--- config.mk ---
export PLATFORM = sky130hd
export DESIGN_NAME = pn_acq_ctrl_flat
export DESIGN_NICKNAME = d
export VERILOG_FILES = /design/src/rtl/pn_sync_pkg.sv /design/src/rtl/pn_acq_ctrl_if.sv /design/src/rtl/pn_nofm_cnt.sv /design/src/rtl/pn_acq_ctrl.sv /design/src/flat_wrapper.sv
export SDC_FILE = /design/constraint.sdc
export NUM_CORES = 1
export LEC_CHECK = 0
export CAP_MARGIN = 15
export CORE_MARGIN = 5
export CORE_UTILIZATION = 30
export DETAILED_ROUTE_END_ITERATION = 12
export PLACE_DENSITY = 0.6
export SYNTH_ARGS = -nofsm -noshare
export SYNTH_HDL_FRONTEND = slang
export SYNTH_HIERARCHICAL = 1
export SYNTH_SLANG_ARGS = --single-unit
export TNS_END_PERCENT = 1
--- constraint.sdc ---
create_clock -name clk -period 5.9 [get_ports clk]
set_input_delay 1.77 -clock clk [delete_from_list [all_inputs] [get_ports clk]]
set_output_delay 1.77 -clock clk [all_outputs]
set_load 0.01 [all_outputs]
--- src/rtl/pn_sync_pkg.sv ---
// pn_sync_pkg: constants and types shared by the PN acquisition controller.
//   EnergyW      - width of the correlator energy and threshold words
//   AddrW        - width of the PN code phase address
//   acq_state_e  - acquisition FSM state encoding (also exported on the debug port)
//   nofm_flags_t - decision flags produced by the N-of-M counter
//   next_phase   - code phase increment with wrap at the last position
package pn_sync_pkg;

    localparam int unsigned EnergyW = 36;
    localparam int unsigned AddrW   = 8;

    typedef enum logic [1:0] {
        StSearch = 2'd0,
        StSettle = 2'd1,
        StVerify = 2'd2,
        StTrack  = 2'd3
    } acq_state_e;

    typedef struct packed {
        logic done;  // trial count has reached the window length
        logic met;   // hit count has reached the threshold
    } nofm_flags_t;

    function automatic logic [AddrW-1:0] next_phase(input logic [AddrW-1:0] addr,
                                                    input logic [AddrW-1:0] last);
        return (addr == last) ? '0 : addr + AddrW'(1);
    endfunction

endpackage

--- src/rtl/pn_acq_ctrl_if.sv ---
// pn_acq_ctrl_if: correlator-side bundle of the PN acquisition controller.
//   dump      - one-cycle end-of-integration pulse (master -> slave)
//   energy    - mid-correlator energy, valid with dump (master -> slave)
//   gate      - detection threshold, sampled with dump (master -> slave)
//   load      - one-cycle PN generator load command (slave -> master)
//   addr_load - code phase to load (slave -> master)
//   locked    - high while tracking (slave -> master)
//   state     - debug view of the FSM state (slave -> master)
interface pn_acq_ctrl_if;
    import pn_sync_pkg::*;

    logic               dump;
    logic [EnergyW-1:0] energy;
    logic [EnergyW-1:0] gate;
    logic               load;
    logic [AddrW-1:0]   addr_load;
    logic               locked;
    logic [1:0]         state;

    modport master (
        output dump, energy, gate,
        input  load, addr_load, locked, state
    );

    modport slave (
        input  dump, energy, gate,
        output load, addr_load, locked, state
    );

endinterface

--- src/rtl/pn_nofm_cnt.sv ---
// pn_nofm_cnt: pair of saturating counters for an N-of-M decision.
//   clk_i, rst_i - clock and synchronous active-high reset
//   clr_i        - discard the current window; a simultaneous step starts a new one
//   step_i       - count one trial
//   hit_i        - the counted trial was a hit (qualified by step_i)
//   flags_o      - decisions on the post-update counts (same cycle as step_i)
// Counters are $clog2(WinLen+1) bits wide and saturate at WinLen. Thresh must not
// exceed WinLen.
module pn_nofm_cnt
    import pn_sync_pkg::*;
#(
    parameter int unsigned WinLen = 4,
    parameter int unsigned Thresh = 3
) (
    input  logic        clk_i,
    input  logic        rst_i,
    input  logic        clr_i,
    input  logic        step_i,
    input  logic        hit_i,
    output nofm_flags_t flags_o
);

    localparam int unsigned CntW = $clog2(WinLen + 1);
    localparam logic [CntW-1:0] WinMax = CntW'(WinLen);
    localparam logic [CntW-1:0] ThrVal = CntW'(Thresh);

    logic [CntW-1:0] trials_q, trials_d;
    logic [CntW-1:0] hits_q, hits_d;
    logic [CntW-1:0] trials_base, hits_base;

    always_comb begin
        trials_base = clr_i ? '0 : trials_q;
        hits_base   = clr_i ? '0 : hits_q;
        trials_d    = trials_base;
        hits_d      = hits_base;
        if (step_i) begin
            if (trials_base != WinMax) begin
                trials_d = trials_base + CntW'(1);
            end
            if (hit_i && (hits_base != WinMax)) begin
                hits_d = hits_base + CntW'(1);
            end
        end
        flags_o.done = (trials_d >= WinMax);
        flags_o.met  = (hits_d >= ThrVal);
    end

    always_ff @(posedge clk_i) begin
        if (rst_i) begin
            trials_q <= '0;
            hits_q   <= '0;
        end else begin
            trials_q <= trials_d;
            hits_q   <= hits_d;
        end
    end

endmodule

--- src/rtl/pn_acq_ctrl.sv ---
// pn_acq_ctrl: PN code acquisition controller (serial search, N-of-M verify, track).
//   clk - system clock
//   rst - synchronous active-high reset
//   bus - correlator bundle (slave side): dump/energy/gate in,
//         load/addr_load/locked/state out; all outputs registered (latency 1)
module pn_acq_ctrl
    import pn_sync_pkg::*;
#(
    parameter int unsigned PN_LEN   = 255,
    parameter int unsigned VERIFY_M = 4,
    parameter int unsigned VERIFY_N = 3,
    parameter int unsigned LOSS_K   = 8
) (
    input logic           clk,
    input logic           rst,
    pn_acq_ctrl_if.slave  bus
);

    localparam logic [AddrW-1:0] LastPhase = AddrW'(PN_LEN - 1);

    acq_state_e       state_q, state_d;
    logic [AddrW-1:0] addr_q, addr_d;
    logic             load_q, load_d;
    logic             locked_q, locked_d;

    logic        ge;
    logic        hit;
    logic        miss;
    logic        phase_step;
    nofm_flags_t vfy_flags;
    nofm_flags_t loss_flags;

    assign ge   = (bus.energy >= bus.gate);
    assign hit  = bus.dump & ge;
    assign miss = bus.dump & ~ge;

    // Verify window: opened by the SEARCH hit (clear + step gives 1 trial, 1 hit),
    // then counts every dump while in VERIFY.
    pn_nofm_cnt #(
        .WinLen (VERIFY_M),
        .Thresh (VERIFY_N)
    ) u_vfy_cnt (
        .clk_i   (clk),
        .rst_i   (rst),
        .clr_i   (state_q != StVerify),
        .step_i  ((hit && (state_q == StSearch)) || (bus.dump && (state_q == StVerify))),
        .hit_i   (ge),
        .flags_o (vfy_flags)
    );

    // Loss detector: K-of-K misses, with any hit restarting the window, i.e. K
    // consecutive misses.
    pn_nofm_cnt #(
        .WinLen (LOSS_K),
        .Thresh (LOSS_K)
    ) u_loss_cnt (
        .clk_i   (clk),
        .rst_i   (rst),
        .clr_i   ((state_q != StTrack) || hit),
        .step_i  (miss && (state_q == StTrack)),
        .hit_i   (1'b1),
        .flags_o (loss_flags)
    );

    always_comb begin
        state_d    = state_q;
        addr_d     = addr_q;
        load_d     = 1'b0;
        phase_step = 1'b0;

        if (bus.dump) begin
            unique case (state_q)
                StSearch: begin
                    if (ge) begin
                        state_d = vfy_flags.met ? StTrack : StVerify;
                    end else begin
                        phase_step = 1'b1;
                    end
                end
                // First dump after a load integrated across the phase jump.
                StSettle: state_d = StSearch;
                StVerify: begin
                    if (vfy_flags.met) begin
                        state_d = StTrack;
                    end else if (vfy_flags.done) begin
                        phase_step = 1'b1;
                    end
                end
                StTrack: begin
                    if (loss_flags.met && loss_flags.done) begin
                        phase_step = 1'b1;
                    end
                end
                default: state_d = StSearch;
            endcase
        end

        if (phase_step) begin
            addr_d  = next_phase(addr_q, LastPhase);
            load_d  = 1'b1;
            state_d = StSettle;
        end

        locked_d = (state_d == StTrack);
    end

    always_ff @(posedge clk) begin
        if (rst) begin
            state_q  <= StSearch;
            addr_q   <= '0;
            load_q   <= 1'b0;
            locked_q <= 1'b0;
        end else begin
            state_q  <= state_d;
            addr_q   <= addr_d;
            load_q   <= load_d;
            locked_q <= locked_d;
        end
    end

    assign bus.load      = load_q;
    assign bus.addr_load = addr_q;
    assign bus.locked    = locked_q;
    assign bus.state     = state_q;

endmodule

--- src/flat_wrapper.sv ---
// flat-port wrapper written by rule: the top's interface ports become plain ports
module pn_acq_ctrl_flat import pn_sync_pkg::*;
#(
    parameter int unsigned PN_LEN   = 255,
    parameter int unsigned VERIFY_M = 4,
    parameter int unsigned VERIFY_N = 3,
    parameter int unsigned LOSS_K   = 8
)
  (clk, rst, bus_dump, bus_energy, bus_gate, bus_load, bus_addr_load, bus_locked, bus_state);
  pn_acq_ctrl_if bus_i ();
  input logic clk;
  input logic rst;
  input wire logic [$bits(bus_i.dump)-1:0] bus_dump;
  input wire logic [$bits(bus_i.energy)-1:0] bus_energy;
  input wire logic [$bits(bus_i.gate)-1:0] bus_gate;
  output wire logic [$bits(bus_i.load)-1:0] bus_load;
  output wire logic [$bits(bus_i.addr_load)-1:0] bus_addr_load;
  output wire logic [$bits(bus_i.locked)-1:0] bus_locked;
  output wire logic [$bits(bus_i.state)-1:0] bus_state;
  assign bus_i.dump = bus_dump;
  assign bus_i.energy = bus_energy;
  assign bus_i.gate = bus_gate;
  assign bus_load = bus_i.load;
  assign bus_addr_load = bus_i.addr_load;
  assign bus_locked = bus_i.locked;
  assign bus_state = bus_i.state;
  pn_acq_ctrl #(.PN_LEN(PN_LEN), .VERIFY_M(VERIFY_M), .VERIFY_N(VERIFY_N), .LOSS_K(LOSS_K)) u_core (.clk(clk), .rst(rst), .bus(bus_i));
endmodule
==> results of run 1 <==
==> area by class of cell <==
type	instances	area (sq um)	share of cell area, %
Clock buffer	3	41.29	1.178
Clock inverter	1	30.03	0.8568
Inverter	45	168.9	4.820
Multi-Input combinational cell	228	1688	48.16
Sequential cell	26	520.5	14.85
Tap cell	102	127.6	3.642
Timing Repair Buffer	95	928.4	26.49
==> worst paths after layout <==
check	startpoint	to	slack, ps	cells after the start
min reg2reg	u_core/bus.addr_load[7]$_SDFFE_PP0P_	u_core/bus.addr_load[7]$_SDFFE_PP0P_	510	2
max	bus_energy[0]	u_core/bus.addr_load[4]$_SDFFE_PP0P_	390	22
max reg2reg	u_core/bus.state[1]$_SDFF_PP0_	u_core/bus.addr_load[4]$_SDFFE_PP0P_	2490	15
min	u_core/bus.addr_load[7]$_SDFFE_PP0P_	u_core/bus.addr_load[7]$_SDFFE_PP0P_	510	2
==> metal layers <==
layer	share of wire [%]	global-route usage (%)
met5	0	0
met4	0.88	3.151
met3	6.1	3.197
met2	48	20.63
met1	45	14.78
==> state kept, by name, indices dropped and copies added, names as in the netlist <==
signal	count
u_core/u_vfy_cnt/hits_q	3
u_core/u_loss_cnt/trials_q	4
u_core/u_loss_cnt/hits_q	4
u_core/bus.addr_load	8
u_core/bus.locked	1
u_core/bus.state	2
u_core/bus.load	1
u_core/u_vfy_cnt/trials_q	3
==> logic make-up (layout without fill, tap and decap cells) <==
family,count (synthesis),after routing,share of synthesized area [%]
flops,26,26,21.48
mux,3,3,1.239
other cells,1,3,0.1547
buf+inv,57,144,9.963
fa+ha+maj,43,43,22.20
compound gates,75,75,20.03
xor+xnor,3,3,1.084
simple gates,101,101,23.85
==> timing repair <==
item | CTS | global route
resized for setup | 0 | 3
setup endpoints to repair | 0 | 5
setup buffers | 0 | 2
==> where the power goes <==
part           internal (mW)  switching, mW
logic                 0.0921         0.0671
registers              0.180        0.00681
clock network         0.0909         0.0610
==> cells in the final DEF (no fill, tap or decap), drive strengths merged, types with 2 or more instances in the layout <==
cell type	count
nor2	19
conb	3
o211ai	4
or3	3
and2	2
nand4	12
nand3	9
a31oi	3
a41o	2
nand2b	8
inv	45
a211oi	5
mux2i	3
buf	9
ha	43
clkbuf	3
o21ai	13
o211a	2
a31o	2
a21o	2
clkdlybuf4s50	86
nor4	2
dfxtp	26
nor3	9
nand4bb	2
and3	3
a21oi	30
nand3b	2
xor2	2
nand2	22
nor2b	4
==> worst max-delay path, delay by kind of cell <==
family          cells  cell delay (ps)
buf+inv             3              680
fa+ha+maj           1              270
compound gates      8             1470
simple gates        9             1230
mux                 1              250
==> flow_metrics.tcl, run 1 <==
set metrics [dict create \
    first_pass_iters 4 \
    gp_congestion 0.7437 \
    first_iter_violations 149 \
    cts_tree "done" \
    ys_async_sr_fraction_pct 0 \
    core_area_sq_mm 0.007807 \
    wl_mm 5.927 \
    cts_buffers 3 \
    fin_area_sq_mm 0.003505 \
    ys_types 56 \
    path_class "in2reg" \
    clock_sinks 26 \
    dp_hpwl_mm 5.005 \
    dp.cells 494 \
    diodes 0 \
    post_dp_cell_area_sq_mm 0.003400 \
    cts_buffer_depth 2 \
    nets 517 \
    ys_ff_latch 26 \
    slowest_stage "clkdlybuf4s50_1" \
    grt_start_max_net_pins 28 \
    ant_nets 0 \
    ys.flop_type "dfxtp_1" \
    area_delta_synth_final_pct 44.61 \
    viasPerCell 4.820 \
    grt_use_total_pct 12.00 \
    cts.hold.buffers_added 0 \
    tns_ps 0 \
    antenna_found_initial 0 \
    pre_cts_ws_ps 40.60 \
    syn-instance-count 309 \
    path_clk_slew_ps 100 \
    crit_fanout 15 \
    die_w_um 99.88 \
    status "finished, final reports clean" \
    path_cells "clkdlybuf4s50_1, inv_1, ha_1, nand2b_1, a21o_1, a211oi_2, nor4b_4, o21ai_1, nand2b_1, or2_1, and2_1, nand3_1, mux2i_1, o211ai_1, nor2_1, a32o_1, nand3_1, o31ai_1, nor2_1, buf_4, o211a_1, a41o_1" \
    setup_viol_count_final 0 \
    h-tree-depth 1 \
    fin_ws_ps 394.1 \
    die_h_um 99.88 \
    endpoint_kind "register" \
    yosysMostFrequentCell "inv_1" \
    fin_hold_ws_ps 505.5 \
    cts-root-buf "clkbuf_8" \
    hold_class "reg2reg" \
    num_io_pins 87 \
    synth-edff-count 0 \
    post-route-period-util_pct 93.32 \
    grt_first_pass_wirelength_mm 10.15 \
    post-route-util_pct 44.89 \
    rsz0062_at_grt "false" \
    synth_common_cells "inv_1 (45), ha_1 (43), a21oi_1 (30)" \
    max_cap_violations 0 \
    synthTopCellsByArea "ha_1 (22%), dfxtp_1 (21%), inv_1 (7.0%), a21oi_1 (6.2%), nand2_1 (3.4%)" \
    powerDensity_mw_per_mm2 142.2 \
    worstPathRequired_ps 6080 \
    fillers 788 \
    hold_violations 0 \
    drive_gt1_share_pct 6.281 \
    port_buffers 86 \
    cp_data_arrival_time_ps 5680 \
    fin_skew_ps 1.815 \
    insertion_delay_ps 280 \
    yosysWarnings 6 \
    peakVddDrop_uv 80.61 \
    yosysSeqAreaShare_pct 21.48 \
    fmax_mhz 181.6 \
    gr-total-overflow 0 \
    num_rows 32 \
    wl_per_cell_um 11.85 \
    p_total_mw 0.4982 \
    layout.cells.non_filler 500 \
    cpPeakStageDelay_ps 450 \
    min_period_ps 5506 \
    start_util_pct 31.04 \
    slew_violations 0 \
    start_kind "input pin" \
    yosys.area.top_type "ha_1" \
    power.leakage_nw 1.525 \
    num_vias 2410 \
    grt_pass1_vias 2431 \
    dieArea_sq_mm 0.009976 \
    synth.top_cell.area_share_pct 22.20 \
    synthesis.area_sq_mm 0.002424 \
    drc 0 \
    synth_area_per_cell_sq_um 7.843 \
]
(Power assumes the default switching activity.)
==> run 2: changes to the inputs <==
Settings changed: CORE_MARGIN 5 to 3.
==> run 2 against run 1 <==
Clock skew increased by 3.5 ps; routed wire length shrank 2.7%; critical path depth stayed put; sequential power is essentially flat; utilization is 0.13 points higher; first-iteration DRC count fell by 43%; cell count is 0.20% lower; combinational power is essentially flat; via count decreased by 1.2%; sequential cell count unchanged; cell area shrank 0.21%; critical path type unchanged; critical endpoint unchanged.
==> flow_metrics.tcl, run 2 (synthesis results as in run 1) <==
set metrics [dict create \
    reg2reg_to "u_core/bus.addr_load[4]$_SDFFE_PP0P_" \
    cpPeakStageDelay_ps 460 \
    min_from "u_core/bus.addr_load[7]$_SDFFE_PP0P_" \
    post_dp_cell_area_sq_mm 0.003407 \
    port_buffers 86 \
    diodes 0 \
    status "finished, final reports clean" \
    area_delta_synth_final_pct 44.30 \
    powerDensity_mw_per_mm2 141.4 \
    die_w_um 95.88 \
    p_int_mw 0.3621 \
    grt_pass1_vias 2341 \
    drive_gt1_share_pct 6.045 \
    antenna_found_initial 0 \
    r2r-start "u_core/bus.state[1]$_SDFF_PP0_" \
    r2r_cells 15 \
    sw_frac_of_total_pct 26.79 \
    core_area_sq_mm 0.007767 \
    power_frac_seq_pct 37.8 \
    hold_class "reg2reg" \
    gr-total-overflow 0 \
    post-route-util_pct 45.02 \
    cts_tree "done" \
    slowest_stage "clkdlybuf4s50_1" \
    grt_use_total_pct 12.92 \
    first_pass_iters 4 \
    cts_buffer_depth 2 \
    slew_violations 0 \
    holdPathEnd "u_core/bus.addr_load[7]$_SDFFE_PP0P_" \
    fillers 794 \
    drc 0 \
    path_cells "clkdlybuf4s50_1, inv_1, ha_1, a21oi_1, o21ai_1, a22oi_1, o211ai_1, o21ai_1, nand2b_1, or2_1, and2_1, nand3_1, mux2i_1, o211ai_1, nor2_1, a32o_1, nand3_1, o31ai_1, nor2_1, buf_4, o211a_1, a41o_1" \
    dieArea_sq_mm 0.009193 \
    cts.hold.buffers_added 0 \
    post-route-period-util_pct 93.03 \
    setup_viol_count_final 0 \
    ant_nets 0 \
    power.leakage_nw 1.520 \
    first_iter_violations 85 \
    h-tree-depth 1 \
    num_rows 32 \
    tns_ps 0 \
    final_common_cell "clkdlybuf4s50_1" \
    crit_start "bus_gate[7]" \
    mostFrequentLayoutCells "clkdlybuf4s50_1 (86), inv_1 (45), ha_1 (43), a21oi_1 (30), dfxtp_1 (26)" \
    rsz0062_at_grt "false" \
    fmax_mhz 182.2 \
    hold_violations 0 \
    combPwrFrac_pct 31.9 \
    r2r_slack_ps 2480 \
    nets 516 \
    crit_fanout 15 \
    max_cap_violations 0 \
    worstPathRequired_ps 6080 \
    endpoint_kind "register" \
    grt_first_pass_wirelength_mm 9.784 \
    path_class "in2reg" \
    cts_buffers 3 \
    cts-root-buf "clkbuf_8" \
    pwr-share-clk_pct 30.3 \
    cp_data_arrival_time_ps 5670 \
    num_io_pins 87 \
    peakVddDrop_uv 62.04 \
    dp_hpwl_mm 4.822 \
    start_util_pct 31.20 \
    start_kind "input pin" \
    min_period_ps 5488 \
    gp_congestion 0.7661 \
    grt_start_max_net_pins 28 \
    switchingPower_mw 0.1325 \
    fin_skew_ps 5.277 \
    min_path_cells 2 \
    fin_area_sq_mm 0.003497 \
    die_h_um 95.88 \
    wl_mm 5.765 \
    path_clk_slew_ps 100 \
    num_vias 2382 \
    wl_per_cell_um 11.55 \
    insertion_delay_ps 270 \
    clock_sinks 26 \
    largest_register_ff_count 8 \
    viasPerCell 4.774 \
]
## run 2: worst max-delay path: cells and delay by family
| kind | cells | cell delay [ps] |
|---|---|---|
| AO/OA/AOI/OAI | 10 | 1630 |
| adder cells (fa/ha/maj) | 1 | 300 |
| buffers and inverters | 3 | 680 |
| multiplexers | 1 | 230 |
| AND/OR/NAND/NOR | 7 | 1030 |
## run 2: per-stage QoR
| stage | instances | worst slack [ps] | total power [mW] | hold slack (ps) |
|---|---|---|---|---|
| 2_1_floorplan | 311 | 641.7 | 0.2670 | 509.1 |
| 3_3_place_gp | 495 | 197.8 | 0.3451 | 497.4 |
| 3_5_place_dp | 495 | 86.18 | 0.3478 | 497.0 |
| 4_1_cts | 499 | 390.4 | 0.5005 | 512.3 |
| 5_1_grt | 499 | 27.78 | 0.5253 | 547.2 |
| 6_report | 499 | 411.5 | 0.4946 | 505.5 |
## run 2: what timing repair did
action,CTS,global route
endpoints found under the setup margin,0,5
gates resized for setup,0,3
buffers inserted,0,0
## run 2: how the worst max path moves through the flow
| stage | endpoint | slack [ps] | cells past startpoint |
|---|---|---|---|
| 3_5_place_dp | u_core/bus.addr_load[6]$_SDFFE_PP0P_ | 90 | 21 |
| 4_1_cts | u_core/bus.addr_load[6]$_SDFFE_PP0P_ | 390 | 21 |
| 6_report | u_core/bus.addr_load[4]$_SDFFE_PP0P_ | 410 | 22 |
| 5_1_grt | u_core/bus.addr_load[4]$_SDFFE_PP0P_ | 30 | 22 |
| 2_1_floorplan | u_core/bus.addr_load[4]$_SDFFE_PP0P_ | 640 | 22 |
| 3_3_place_gp | u_core/bus.addr_load[4]$_SDFFE_PP0P_ | 200 | 21 |
## run 2: layout make-up
cell class,count,area [sq um],share of cell area [%]
clock buffers,3,41.29,1.181
clock inverters,1,30.03,0.8587
inverters,45,168.9,4.830
multi-input cells,228,1688,48.26
flip-flops and latches,26,520.5,14.88
well taps,102,127.6,3.649
repair buffers,94,920.9,26.33
## run 2: routing by layer
metal / vias up / global-route usage, % / share of wire, %
li1: 1270 / - / -
met1: 1046 / 16.02 / 47
met2: 62 / 22.70 / 46
met3: 4 / 2.658 / 5.9
met4: 0 / 3.318 / 0.87
met5: - / 0 / 0
## run 2: power by group through the flow
stage          registers (mW)  logic, mW  clock network [mW]
5_1_grt                 0.188      0.178               0.159
6_report                0.187      0.158               0.150
2_1_floorplan           0.189     0.0776                   0
3_3_place_gp            0.191      0.154                   0
3_5_place_dp            0.191      0.157                   0
4_1_cts                 0.187      0.158               0.156
